### src/rtl/launch_queue_pkg.sv
// Shared types for the kernel launch sequencer: FSM states and the queued launch entry.
package launch_queue_pkg;

  typedef enum logic [1:0] {IDLE, CLEAR, RUN, RETIRE} state_t;

  typedef struct packed {
    logic [7:0] thread_count;
  } launch_t;

endpackage

### src/rtl/launch_fifo.sv
// Circular launch FIFO with occupancy count; also exposes the entry behind the head so the
// sequencer can look ahead while it retires the current launch.
module launch_fifo
  import launch_queue_pkg::*;
#(
  parameter int DEPTH = 4
) (
  input  logic                     gclk,
  input  logic                     grst_n,
  input  logic                     push,
  input  logic                     pop,
  input  logic [7:0]               din,
  output logic [7:0]               head,
  output logic [7:0]               second,
  output logic [$clog2(DEPTH):0]   count,
  output logic                     full,
  output logic                     empty
);
  localparam int AW = $clog2(DEPTH);

  launch_t         mem [DEPTH];
  logic [AW-1:0]   rd_ptr, wr_ptr, rd_nxt;
  logic            do_push, do_pop;

  assign do_push = push && !full;
  assign do_pop  = pop && !empty;
  assign rd_nxt  = rd_ptr + 1'b1;

  always_ff @(posedge gclk or negedge grst_n) begin
    if (!grst_n) begin
      rd_ptr <= '0;
      wr_ptr <= '0;
      count  <= '0;
    end else begin
      if (do_push) wr_ptr <= wr_ptr + 1'b1;
      if (do_pop)  rd_ptr <= rd_nxt;
      case ({do_push, do_pop})
        2'b10:   count <= count + 1'b1;
        2'b01:   count <= count - 1'b1;
        default: ;
      endcase
    end
  end

  // Storage needs no reset; entries are only read while count says they are valid.
  always_ff @(posedge gclk) begin
    if (do_push) mem[wr_ptr] <= launch_t'(din);
  end

  assign head   = mem[rd_ptr].thread_count;
  assign second = mem[rd_nxt].thread_count;
  assign full   = (count == (AW+1)'(DEPTH));
  assign empty  = (count == '0);

endmodule

### src/rtl/launch_queue.sv
// Kernel launch sequencer: queues host launches and walks each one through
// dispatcher reset, run and retire, reporting cycle count and watchdog status.
module launch_queue
  import launch_queue_pkg::*;
#(
  parameter int QUEUE_DEPTH    = 4,
  parameter int CLEAR_CYCLES   = 2,
  parameter int TIMEOUT_CYCLES = 0,
  parameter int CYCLE_W        = 16
) (
  input  logic                           clk,
  input  logic                           reset,
  input  logic                           host_valid,
  output logic                           host_ready,
  input  logic [7:0]                     host_thread_count,
  output logic                           disp_reset,
  output logic                           disp_start,
  output logic [7:0]                     disp_thread_count,
  input  logic                           disp_done,
  output logic                           kernel_done,
  output logic                           kernel_error,
  output logic [CYCLE_W-1:0]             kernel_cycles,
  output logic [$clog2(QUEUE_DEPTH):0]   queue_count,
  output logic                           busy
);
  localparam int CW    = $clog2(QUEUE_DEPTH) + 1;
  localparam int CLR_W = $clog2(CLEAR_CYCLES + 1);

  state_t               state, state_nxt;
  logic [CLR_W-1:0]     clr_cnt, clr_nxt;
  logic [CYCLE_W-1:0]   cyc_cnt, cyc_nxt, cyc_inc, ret_cycles, cycles_q;
  logic                 ret_load, ret_err, error_q;
  logic                 push, pop, full, empty, timeout_hit, more;
  logic [7:0]           head, second, next_head;
  logic [CW-1:0]        count;

  assign push = host_valid && !full;
  assign pop  = (state == RETIRE);

  launch_fifo #(.DEPTH(QUEUE_DEPTH)) u_fifo (
    .gclk   (clk),
    .grst_n (reset),
    .push   (push),
    .pop    (pop),
    .din    (host_thread_count),
    .head   (head),
    .second (second),
    .count  (count),
    .full   (full),
    .empty  (empty)
  );

  assign cyc_inc     = (&cyc_cnt) ? cyc_cnt : cyc_cnt + 1'b1;
  assign timeout_hit = (TIMEOUT_CYCLES != 0) && (cyc_cnt == CYCLE_W'(TIMEOUT_CYCLES - 1));
  // Occupancy and head as they will be once the retiring entry pops and any push lands.
  assign more        = (count > CW'(1)) || push;
  assign next_head   = (count > CW'(1)) ? second : host_thread_count;

  always_comb begin
    state_nxt  = state;
    clr_nxt    = clr_cnt;
    cyc_nxt    = cyc_cnt;
    ret_load   = 1'b0;
    ret_err    = 1'b0;
    ret_cycles = '0;
    case (state)
      IDLE: begin
        if (!empty) begin
          if (head == 8'd0) begin
            state_nxt = RETIRE;
            ret_load  = 1'b1;
          end else begin
            state_nxt = CLEAR;
            clr_nxt   = '0;
          end
        end
      end
      CLEAR: begin
        clr_nxt = clr_cnt + 1'b1;
        if (clr_cnt == CLR_W'(CLEAR_CYCLES - 1)) begin
          state_nxt = RUN;
          cyc_nxt   = '0;
        end
      end
      RUN: begin
        cyc_nxt = cyc_inc;
        if (disp_done || timeout_hit) begin
          state_nxt  = RETIRE;
          ret_load   = 1'b1;
          ret_err    = !disp_done;
          ret_cycles = cyc_inc;
        end
      end
      RETIRE: begin
        if (!more) begin
          state_nxt = IDLE;
        end else if (next_head == 8'd0) begin
          state_nxt = RETIRE;
          ret_load  = 1'b1;
        end else begin
          state_nxt = CLEAR;
          clr_nxt   = '0;
        end
      end
      default: state_nxt = IDLE;
    endcase
  end

  always_ff @(posedge clk or negedge reset) begin
    if (!reset) begin
      state    <= IDLE;
      clr_cnt  <= '0;
      cyc_cnt  <= '0;
      cycles_q <= '0;
      error_q  <= 1'b0;
    end else begin
      state   <= state_nxt;
      clr_cnt <= clr_nxt;
      cyc_cnt <= cyc_nxt;
      if (ret_load) begin
        cycles_q <= ret_cycles;
        error_q  <= ret_err;
      end
    end
  end

  assign host_ready        = !full;
  assign disp_reset        = (state != RUN);
  assign disp_start        = (state == RUN);
  assign disp_thread_count = (state == CLEAR || state == RUN) ? head : 8'd0;
  assign kernel_done       = (state == RETIRE);
  assign kernel_error      = error_q;
  assign kernel_cycles     = cycles_q;
  assign queue_count       = count;
  assign busy              = (state != IDLE);

endmodule
### config.mk
export PLATFORM = sky130hd
export DESIGN_NAME = launch_queue
export DESIGN_NICKNAME = d
export VERILOG_FILES = /design/src/rtl/launch_queue_pkg.sv /design/src/rtl/launch_fifo.sv /design/src/rtl/launch_queue.sv
export SDC_FILE = /design/constraint.sdc
export NUM_CORES = 1
export LEC_CHECK = 0
export CAP_MARGIN = 20
export CORE_UTILIZATION = 45
export DETAILED_ROUTE_END_ITERATION = 8
export GPL_ROUTABILITY_DRIVEN = 1
export HOLD_SLACK_MARGIN = 0.03
export PLACE_DENSITY_LB_ADDON = 0.25
export SLEW_MARGIN = 5
export SYNTH_ARGS = -nofsm -noshare
export SYNTH_HDL_FRONTEND = slang
export SYNTH_HIERARCHICAL = 1
export SYNTH_SLANG_ARGS = --single-unit
### constraint.sdc
create_clock -name clk -period 3.9 [get_ports clk]
set_input_delay 0.78 -clock clk [delete_from_list [all_inputs] [get_ports clk]]
set_output_delay 0.78 -clock clk [all_outputs]
set_load 0.005 [all_outputs]
=== After elaboration in Yosys (flattened, before gate mapping) ===
Memory sizes are Yosys's and may differ from the RTL's.
Index checks and enable logic that the tools add are counted.
Widths: inputs -> output; s select.

* Register bits: 44
* Memory bits (writable): 32
* Bits of input ports: 12
* Output and inout bits: 33
* Word-level logic and storage cells: 80
* Memories kept: 1

{| class="wikitable"
|+ Memories
! memory !! depth !! width !! read ports !! clocked after Yosys merged registers in !! write ports !! RTL line !! text
|-
| u_fifo.mem || 4 || 8 || 2 || 0 || 1 || launch_fifo.sv:21 || <nowiki>launch_t mem [DEPTH];</nowiki>
|}

* $add $sub $neg: 6
* $lt $le $gt $ge: 1
* Equal/unequal tests: 14
* Mux-type cells: 30
* Reductions and logical operators: 20

{| class="wikitable"
|+ Operators by type and width
! operator !! number
|-
| $mux 16 || 4
|-
| $pmux 16 s2 || 1
|-
| $mux 2 || 10
|-
| $add 16x1->16 const B || 1
|-
| $logic_not 8->1 || 2
|-
| $mux 8 || 2
|-
| $reduce_and 16->1 || 1
|-
| $ne 2x2->1 const B || 6
|-
| $mux 1 || 9
|-
| $pmux 2 s4 || 1
|-
| $add 2x1->2 const B || 3
|-
| $eq 2x1->1 const B || 3
|-
| $eq 2x2->1 const B || 3
|-
| $pmux 2 s3 || 1
|-
| $pmux 3 s2 || 1
|-
| $reduce_bool 2->1 || 3
|-
| $reduce_and 5->1 || 1
|-
| $add 3x1->3 const B || 1
|-
| $eq 3x3->1 const B || 1
|-
| $gt 3x1->1 const B || 1
|-
| $logic_and 1x1->1 || 3
|-
| $logic_not 1->1 || 3
|-
| $logic_not 3->1 || 1
|-
| $pmux 1 s3 || 1
|-
| 7 further kinds || 8
|}

=== Logic depth before layout (Yosys ltp) ===
An unclocked memory read counts as a cell.

* Depth in word-level cells: 7
* Mapped depth: 10
* Gate-level depth less buffers: 10

=== Modules after synthesis ===
Netlist, hierarchy kept.

{| class="wikitable"
|+ Modules (own cells, without submodules)
! module !! instances !! cells an instance !! area an instance (µm²) !! sequential area each (µm²)
|-
| launch_queue || 1 || 255 || 2283.4 || 900.9
|-
| launch_fifo || 1 || 89 || 1825.5 || 1136.1
|}

=== Worst setup path after synthesis ===
OpenSTA, ideal clock, no wires.

* Path kind: register -> register
* Start point: reg u_fifo.rd_ptr[1]
* End point: reg cycles_q[6] (netlist: kernel_cycles[6])
* Library setup time: 135 ps
* Data arrival time: 2648 ps
* Required time: 3765 ps
* Setup slack: 1116 ps
* Stages on the path, launching flop included: 9
* Buffers on the path: 3
* Period minus slack after synthesis: 2784 ps
* Cell sequence: dfrtp_1 buf_6 buf_12 mux4_2 or4_4 or4_4 a41oi_4 buf_6 o32ai_1

* Cells in the longest elaborated chain, start to end: 7
* Elaborated cells on any way between the ends: 10
* Those cells by class: add/sub (1); mux (6); reduce/logical (2); memory (1)

{| class="wikitable"
|+ RTL lines
! what !! RTL line !! text
|-
| start: declaration || launch_fifo.sv:22 || <nowiki>logic [AW-1:0] rd_ptr, wr_ptr, rd_nxt;</nowiki>
|-
| start signal: assignment || launch_fifo.sv:36 || <nowiki>if (do_pop) rd_ptr <= rd_nxt;</nowiki>
|-
| $add 2x1->2 || launch_fifo.sv:27 || <nowiki>assign rd_nxt = rd_ptr + 1'b1;</nowiki>
|-
| $mem_v2 4x8 || -- ||
|-
| named net second[3] || launch_queue.sv:34 || <nowiki>logic [7:0] head, second, next_head;</nowiki>
|-
| $mux 8 || launch_queue.sv:57 || <nowiki>assign next_head = (count > CW'(1)) ? second : host_thread_count;</nowiki>
|-
| $logic_not 8->1 || launch_queue.sv:97 || <nowiki>end else if (next_head == 8'd0) begin</nowiki>
|-
| $mux 1 || launch_queue.sv:97 ||
|-
| $mux 1 || launch_queue.sv:95 || <nowiki>if (!more) begin</nowiki>
|-
| $pmux 1 s3 || launch_queue.sv:66 || <nowiki>case (state)</nowiki>
|-
| end signal: assignment || launch_queue.sv:121 || <nowiki>cycles_q <= ret_cycles;</nowiki>
|-
| end: declaration || launch_queue.sv:31 || <nowiki>logic [CYCLE_W-1:0] cyc_cnt, cyc_nxt, cyc_inc, ret_cycles, cycles_q;</nowiki>
|}

The timed path passes the listed nets, and every way through them passes these cells.
A chain may end at the register's enable or synchronous reset.

=== Worst setup path after layout ===
* Start point: reg u_fifo.rd_ptr[1]
* End point: out disp_thread_count[2]

* Cells in the longest elaborated chain, start to end: 2

{| class="wikitable"
|+ RTL lines
! what !! RTL line !! text
|-
| $mem_v2 4x8 || -- ||
|-
| named net head[2] || launch_queue.sv:34 ||
|-
| $mux 8 || launch_queue.sv:130 || <nowiki>assign disp_thread_count = (state == CLEAR || state == RUN) ? head : 8'd0;</nowiki>
|-
| end: declaration || launch_queue.sv:18 || <nowiki>output logic [7:0] disp_thread_count,</nowiki>
|}

The timed path passes the listed nets, and every way through them passes these cells.

==> impl_metrics.toml <==
[route]
wirelength_mm = 8.80
drtIter0Drc = 190
vias_per_cell = 5.93
drc = 0
wl_per_cell_um = 17.7
antenna_left = 0
vias = 2942
dr.pass1.iters = 4

[power_and_ir_drop]
pwr-share-clk_pct = 19.4
power.static_leakage_nw = 1.79
combPwrFrac_pct = 43.0
power_density_nw_per_um2 = 645
max-vdd-ir-drop_mv = 0.349
power_frac_seq_pct = 37.7
swShare_pct = 34.9
internal_power_mw = 2.01
power_switching_mw = 1.08

[critical_path]
end_kind = "primary output"
critPathKind = "reg2out"
cp.arrival_ps = 2520
crit_fanout = 11
r2r-start = "u_fifo/rd_ptr[1]"
r2r_setup_slack_ps = 640
cp.required_ps = 3120
critPathLaunchType = "flop"
reg2regPathDepth = 6
r2r_end = "kernel_cycles[6]"

[cts]
cts-htree-levels = 3
numClockSinks = 75
cts-resized-gates = 0
cts_root_buf = "clkbuf_8"
clk_path_buf_depth = 2
post_cts_buffers = 0
clock_latency_ps = 340
cts.reportedPaths.clkPinSlew_ps = 80
postCtsHoldBufs = 0
cts_tree = "yes"
cts_buffers = 9

[logic_synthesis]
ys_seq_area_share_pct = 49.6
synth_top_family_by_area = "compound AO/OA/AOI/OAI gates"
syn_area_um2 = 4110
synthArstFlopShare_pct = 57.3
synth_edf_count = 32
synth_compound_area_share_pct = 13.9
synthSimpleGateAreaFrac_pct = 13.4
yosysUniqueCellTypes = 63
syn_avg_cell_area_um2 = 11.9
synth_top_flop_cell = "dfrtp_1"
synth_nets = 369
synthMuxAreaShare_pct = 11.1
synth-adder-area-share_pct = 4.14
yosysWarnings = 6
synthCells = 344
synth-seq-cells = 75
synth_xor_area_share_pct = 2.13

[timing]
fmax_mhz = 303
finalMaxSlewViolations = 0
worst_slew_pin_slew_ps = 989
period_share_pct = 84.7
relSlewSlack_pct = 34.1
fin_crit_ps = 3300
skew_ps = 12.2
hold_viol_final = 0
finalSetupViolations = 0
tns_ps = 0
rsz0062_at_grt = "no"

[run]
maxCapViolCount = 0

[min_path]
min-delay-start = "kernel_cycles[13]"
holdPathStages = 2
min_to = "kernel_cycles[13]"
hold_path_class = "reg2reg"

[placement]
postPlaceCellArea_um2 = 4590
numPortBuffers = 43
dp.final_hpwl_mm = 6.25
place_congestion = 0.800

[global_route]
grt_pass1_vias = 2883
grt_first_pass_wirelength_mm = 14.8
grt-ovfl-total = 0
grt_max_degree = 44
grt_use_total_pct = 19.7
antenna_found_initial = 0

[layout]
syn2layout_area_growth_pct = 16.5
antennaDiodeCount = 0
layout-drive-gt1-share_pct = 10.1
finalNetCount = 408
num-fill-cells = 745
fin_area_um2 = 4790

[die]
row_count = 34
die_y_um = 97.6
coreArea_um2 = 8760
num_io_pins = 45
start_util_pct = 46.9
die_w_um = 97.6
dieArea_um2 = 9520

[run_status]
status = "finished clean"
==> worst max-delay path, stage by stage, from the launching register on <==
cell	delay [ps]
dfrtp_1	680
buf_4	270
mux4_1	610
and2_1	180
clkdlybuf4s50_1	440
==> power by group through the flow <==
stage / clock network (mW) / logic [mW] / registers [mW]
final: 0.599 / 1.33 / 1.16
after CTS: 0.614 / 1.34 / 1.16
after global placement: 0 / 1.31 / 1.17
after detailed placement: 0 / 1.34 / 1.18
after floorplan: 0 / 0.925 / 1.11
after global routing: 0.656 / 1.47 / 1.19
==> sequential cells by signal (all words and copies together), names as in the netlist <==
name and count:
u_fifo/mem 32, u_fifo/count 3, state 2, clr_cnt 2
cyc_cnt 16, kernel_cycles 16, u_fifo/wr_ptr 2, u_fifo/rd_ptr 2
==> per-layer routing <==
metal  track usage (%)  part of all wire, %
met1              27.4                   46
met2              31.2                   49
met3              4.03                  4.6
met4              5.88                 0.33
met5                 0                    0
==> cell usage after synthesis, types with 8 or more instances <==
library cell	n	area share, %
nand2_1	15	1.4
inv_1	32	2.9
edfxtp_1	32	23
o21ai_0	17	2.1
mux4_1	10	6.4
nor2_1	8	0.73
dfrtp_1	43	26
ha_1	12	3.7
clkbuf_1	8	0.73
a21oi_1	11	1.3
a31oi_1	9	1.4
o22ai_1	9	1.4
and2_1	13	2.0
==> worst max-delay path by stage <==
stage	start	to	slack, ps
2_1_floorplan	u_fifo/rd_ptr[1]	kernel_cycles[6]	1120
3_3_place_gp	u_fifo/rd_ptr[1]	kernel_cycles[6]	720
3_5_place_dp	u_fifo/rd_ptr[1]	kernel_cycles[6]	650
4_1_cts	u_fifo/rd_ptr[1]	disp_thread_count[2]	570
5_1_grt	u_fifo/rd_ptr[1]	kernel_cycles[7]	420
6_report	u_fifo/rd_ptr[1]	disp_thread_count[2]	600
==> metrics by stage <==
step	hold slack (ps)	total power, mW	utilization, %	setup WS, ps	std cells
after floorplan	484	2.03	-	1120	344
after global placement	514	2.48	52.3	718	480
after detailed placement	530	2.52	52.3	649	480
after CTS	544	3.12	54.6	566	496
after global routing	565	3.31	54.6	419	496
final	539	3.09	54.6	596	496
==> placed cells by master (no fill, tap or decap), drive strengths merged, types with 3 or more instances in the layout <==
cell type,instances
o22ai,9
edfxtp,32
nand4,7
o221ai,4
mux2i,3
a31oi,9
nand2b,4
clkdlybuf4s50,42
nor3,7
mux4,16
inv,32
nand3,6
ha,12
nor4,8
a31o,3
xnor2,7
dfrtp,43
buf,5
nand2,15
and4,4
o21ai,17
nor2,8
xor2,3
and2,13
clkbuf,13
a21o,3
or4,7
o211ai,6
a21oi,11
and3,3
nor2b,3
a41oi,4
==> cell type report <==
| class | count | area, µm² | share of cell area (%) |
|---|---|---|---|
| clock buffers | 13 | 181 | 3.79 |
| clock inverters | 3 | 20.0 | 0.418 |
| inverters | 32 | 120 | 2.51 |
| multi-input cells | 218 | 1840 | 38.4 |
| flip-flops and latches | 75 | 2040 | 42.5 |
| well taps | 108 | 135 | 2.82 |
| repair buffers | 47 | 455 | 9.51 |
==> cells by family (layout without fill, tap and decap cells) <==
| kind of cell | count (synthesis) | in the layout |
|---|---|---|
| and+or+nand+nor | 92 | 92 |
| AOI/OAI and AO/OA | 81 | 81 |
| DFF | 75 | 75 |
| buffers and inverters | 51 | 95 |
| muxes | 21 | 21 |
| adders and majority gates | 13 | 13 |
| xor gates and xnor gates | 10 | 10 |
| other | 1 | 1 |
(Power assumes the default switching activity.)
